[config.mk]
export PLATFORM = sky130hd
export DESIGN_NAME = i2s_rx
export DESIGN_NICKNAME = d
export VERILOG_FILES = /design/src/rtl/i2s_rx.sv
export SDC_FILE = /design/constraint.sdc
export NUM_CORES = 1
export LEC_CHECK = 0
export ABC_AREA = 1
export ABC_CLOCK_PERIOD_IN_PS = 2390
export CAP_MARGIN = 20
export CORE_MARGIN = 4
export CORE_UTILIZATION = 45
export CTS_CLUSTER_SIZE = 25
export DETAILED_ROUTE_END_ITERATION = 10
export GPL_TIMING_DRIVEN = 0
export PLACE_DENSITY = 0.67
export SLEW_MARGIN = 40
export SYNTH_ARGS = -nofsm -noshare
export SYNTH_HDL_FRONTEND = slang
export SYNTH_SLANG_ARGS = --single-unit
[constraint.sdc]
create_clock -name clk -period 2.39 [get_ports clk]
set_input_delay 0.717 -clock clk [delete_from_list [all_inputs] [get_ports clk]]
set_output_delay 0.717 -clock clk [all_outputs]
set_load 0.02 [all_outputs]
[src/rtl/i2s_rx.sv]
// i2s_rx: I2S receiver that synchronises bclk/lrclk/sdata into clk and emits stereo sample pairs.
// Defining I2S_RX_MONO_MIX_EN adds mono_out = (left + right) >>> 1.
module i2s_rx #(
    parameter int SAMPLE_W    = 16,
    parameter int SYNC_STAGES = 2
) (
    input  logic                       clk,
    input  logic                       rst_n,
    input  logic                       i2s_bclk,
    input  logic                       i2s_lrclk,
    input  logic                       i2s_sdata,
    output logic signed [SAMPLE_W-1:0] left_out,
    output logic signed [SAMPLE_W-1:0] right_out,
`ifdef I2S_RX_MONO_MIX_EN
    output logic signed [SAMPLE_W-1:0] mono_out,
`endif
    output logic                       sample_valid,
    output logic                       frame_err
);
    typedef enum logic [1:0] {IDLE, LEFT, RIGHT} state_t;
    state_t state, state_next;
    logic [SYNC_STAGES-1:0] bclk_sync, lr_sync, sd_sync;
    logic bclk_q, lr_q, left_ok;
    logic [6:0] cnt;
    logic [SAMPLE_W-1:0] shreg, hold, word;
    logic rise, boundary, done, short_err;
    logic bclk_s, lr_s, sd_s;
    assign bclk_s = bclk_sync[SYNC_STAGES-1];
    assign lr_s   = lr_sync[SYNC_STAGES-1];
    assign sd_s   = sd_sync[SYNC_STAGES-1];
`ifdef I2S_RX_MONO_MIX_EN
    logic signed [SAMPLE_W:0] mix_sum;
    assign mix_sum = $signed({hold[SAMPLE_W-1], hold}) + $signed({word[SAMPLE_W-1], word});
`endif
    always_ff @(posedge clk or negedge rst_n)
        if (!rst_n) state <= IDLE;
        else        state <= state_next;
    always_comb begin
        state_next = state;
        rise       = bclk_s & ~bclk_q;
        boundary   = rise && (lr_s != lr_q);
        done       = rise && !boundary && state != IDLE && cnt == 7'(SAMPLE_W - 1);
        short_err  = boundary && state != IDLE && cnt < 7'(SAMPLE_W);
        word       = {shreg[SAMPLE_W-2:0], sd_s};
        if (boundary)
            state_next = (state == IDLE) ? (lr_s ? IDLE : LEFT) : (lr_s ? RIGHT : LEFT);
    end
    always_ff @(posedge clk or negedge rst_n) begin
        if (!rst_n) begin
            bclk_sync    <= '0;
            lr_sync      <= '0;
            sd_sync      <= '0;
            bclk_q       <= 1'b0;
            lr_q         <= 1'b0;
            left_ok      <= 1'b0;
            cnt          <= '0;
            shreg        <= '0;
            hold         <= '0;
            left_out     <= '0;
            right_out    <= '0;
            sample_valid <= 1'b0;
            frame_err    <= 1'b0;
`ifdef I2S_RX_MONO_MIX_EN
            mono_out     <= '0;
`endif
        end else begin
            bclk_sync    <= {bclk_sync[SYNC_STAGES-2:0], i2s_bclk};
            lr_sync      <= {lr_sync[SYNC_STAGES-2:0], i2s_lrclk};
            sd_sync      <= {sd_sync[SYNC_STAGES-2:0], i2s_sdata};
            bclk_q       <= bclk_s;
            sample_valid <= 1'b0;
            frame_err    <= 1'b0;
            if (rise) lr_q <= lr_s;
            if (boundary) begin
                // boundary bit is the previous word's LSB slot delay, so it is not shifted in
                cnt <= '0;
                if (short_err) begin
                    frame_err <= 1'b1;
                    left_ok   <= 1'b0;
                end
            end else if (rise && state != IDLE) begin
                if (cnt != 7'd127) cnt <= cnt + 7'd1;
                if (cnt < 7'(SAMPLE_W)) shreg <= word;
                if (done && state == LEFT) begin
                    hold    <= word;
                    left_ok <= 1'b1;
                end
                if (done && state == RIGHT) begin
                    if (left_ok) begin
                        left_out     <= hold;
                        right_out    <= word;
                        sample_valid <= 1'b1;
                        left_ok      <= 1'b0;
`ifdef I2S_RX_MONO_MIX_EN
                        mono_out     <= SAMPLE_W'(mix_sum >>> 1);
`endif
                    end else begin
                        frame_err <= 1'b1;
                    end
                end
            end
        end
    end
endmodule
==> metrics.md <==
| Metric | Value |
|---|---|
| Core Box Area | ~6900 um2 |
| Routability congestion estimate | approximately 0.75 |
| CTS Sinks | 83 |
| Setup TNS Final | 0 ps |
| Synth Instances | 350 |
| Worst-path clk slew | 90 ps |
| Fin crit share | 85.4% |
| CTS root buffer | clkbuf_8 |
| Top routing layer used | met4 |
| Nets | 406 |
| Buf/Inv on CP | 1 |
| CP max stage cell | clkdlybuf4s50_1 |
| Total wire length | 6120 um |
| Most frequent cells in the layout | nand2_1 (156), dfrtp_1 (83), clkdlybuf4s50_1 (37) |
| Synth Register Bits | just over 80 |
| Synth Area per Inst | 9.33 um2 |
| M1 wire length | around 3000 um |
| Dpl cells | about 490 |
| Core Rows | 30 |
| Critical Path, Cell by Cell | clkdlybuf4s50_1 |
| Lkg Pwr | slightly above 2 nW |
| Max-slew violations | 0 |
| Cell variety after synth | 23 |
| Dominant cells by area after synthesis | dfrtp_1 (64%), nand2_1 (18%), inv_1 (3.0%), o21ai_0 (2.9%), o21ai_1 (2.6%) |
| DIE WIDTH | 93.2 um |
| Initial Utilization | 47.3% |
| CTS Buf Count | 9 |
| Outcome | finished, final reports clean |
| Setup CP Type | reg -> out |
| Post-DP Area | 3790 um2 |
| Longest Clk Path Bufs | 2 |
| Finished Cell Area | 4040 um2 |
| Fill count | 641 |
| Hold/Removal Path Class | in -> async |
| DIE AREA | 8680 um2 |
| Total GRT Usage | 16.0% |
| Vias in the first global route | 2441 |
| Gates resized, CTS repair | 0 |
| Routed wire per std cell | roughly 12 um |
| CP startpoint kind | register |
| Vias per cell | between 4 and 5 |
| Initial antenna violation count | 0 |
| CP max stage delay | 610 ps |
| Met2 WL post-DR | approximately 2700 um |
| Post-CTS setup buffer count | 0 |
| Drt first-iter violations | 120 |
| Max Fclk | just under 500 MHz |
| CTS HTree Levels | 3 |
| I/O pin count | 39 |
| Leading area contributor after synthesis | dfrtp_1 |
| Share of cells above drive strength 1 | about a tenth |
| DRC viols | 0 |
| Slew HR | 69.8% |
| Area of the mapped netlist | 3270 um2 |
| CP max FO | 2 |
| Pin count of the biggest net entering global routing | 48 |
| Final Hold Viols | 0 |
| Ant. Diodes | 0 |
| Post-synth top area share | 63.6% |
| Commonest non-fill, non-tap cell in the layout | nand2_1 |
| Setup ws final | 348 ps |
| WP data arrival | 1320 ps |
| MaxCap Viol Count | 0 |
| Clock Skews | around 12 ps |
| Post-synthesis net count | roughly 360 |
| First-pass GRT wire length | 11000 um |
| Worst-skew pair later-pin latency | between 300 and 400 ps |
| Post-layout minimum cycle time | roughly 2000 ps |
| Worst Path Required | 1670 ps |
| Worst VDD drop | 447 uV |
| Worst-Margin Slew | 453 ps |
| Final setup vio count | 0 |
| Non-filler cells, final | between 500 and 600 |
| Hold buffer count at cts | 0 |
| Post-DP HPWL | 4380 um |
| Routed met3 length | 218 um |
| Yosys warns | 0 |
| Pwr/cell area | roughly 730 nW/um2 |
| TritonCTS clock tree | built |
| RSZ-0062 raised after global routing | false |
| Largest delay share family, worst path | buffers and inverters |
| Seq/Total Area, Yosys | 63.6% |
| Critical Path Sink Type | output pin |
| Antenna-violating nets left | 0 |
| I/O Buffers | 38 |
| Vias | 2375 |
| Grt ovf | 0 |
| Place WS | 713 ps |
| Die Y | 93.2 um |
| Drt pass-1 iters | 5 |
| P&R area growth vs syn | 23.8% |
[stage by stage]
step                      total power [mW]  hold WS [ps]  util (%)
after floorplan                       1.68           331         -
after global placement                1.76           333      54.5
after detailed placement              1.77           336      54.9
after CTS                             2.99           257      58.6
after global routing                  3.10           272      58.6
final                                 2.96           256      58.6
[power breakdown]
group	internal, mW	leakage (nW)	switching [mW]	total, mW
Sequential	1.48	1.13	0.0576	1.53
Clock	0.724	0.123	0.496	1.22
Combinational	0.0690	0.760	0.140	0.209
[routing by layer]
| metal | vias up | track usage [%] |
|---|---|---|
| met2 | 47 | 23.8 |
| li1 | 1183 | - |
| met3 | 11 | 2.98 |
| met5 | - | 0 |
| met4 | 0 | 7.45 |
| met1 | 1134 | 22.8 |
[cells in the mapped netlist]
cell type / count
nand4_1: 2
nor2_4: 3
nor3_1: 1
o21bai_1: 1
inv_1: 26
nand3_1: 3
o21ai_0: 19
o21ai_1: 17
nor2_8: 1
nand2_2: 3
o22ai_1: 1
nand3_2: 3
dfrtp_1: 83
ha_1: 1
nor2_2: 1
nor2_1: 10
xor2_1: 3
buf_2: 6
buf_6: 3
inv_2: 1
clkbuf_1: 3
nand2_1: 156
a21oi_1: 3
[state kept, by name, summed over array words and instances, names as in the netlist, 2 cells and up]
name,cells
shreg,15
hold,16
bclk_sync,2
state,2
lr_sync,2
left_out,16
cnt,7
right_out,16
sd_sync,2
[kinds of logic after synthesis]
logic type      Yosys count  share of synthesized area [%]
buf+inv                  39                           5.40
xor+xnor                  3                          0.805
flops                    83                           63.6
simple gates            183                           23.4
fa+ha+maj                 1                          0.383
compound gates           41                           6.40
[area by class of cell]
class	instances	area, um2	share of cell area, %
plain buffers	12	75.1	1.86
repair buffers	39	409	10.1
well taps	96	120	2.97
clock buffers	10	138	3.40
flip-flops and latches	83	2080	51.4
multi-input cells	228	1010	25.0
inverters	27	101	2.51
clock inverters	6	111	2.75
[path summary, 6_finish.rpt]
kind                                    from      endpoint  slack [ps]  cells after the start
worst max-delay path            right_out[4]  right_out[4]         350                      1
worst min register to register  bclk_sync[0]  bclk_sync[1]         350                      0
worst max register to register        cnt[0]   left_out[3]         740                      7
max in group asynchronous              rst_n     shreg[12]        1600                      2
worst min-delay path                   rst_n      hold[11]         260                      1
min in group clk                bclk_sync[0]  bclk_sync[1]         350                      0
(Power assumes the default switching activity.)
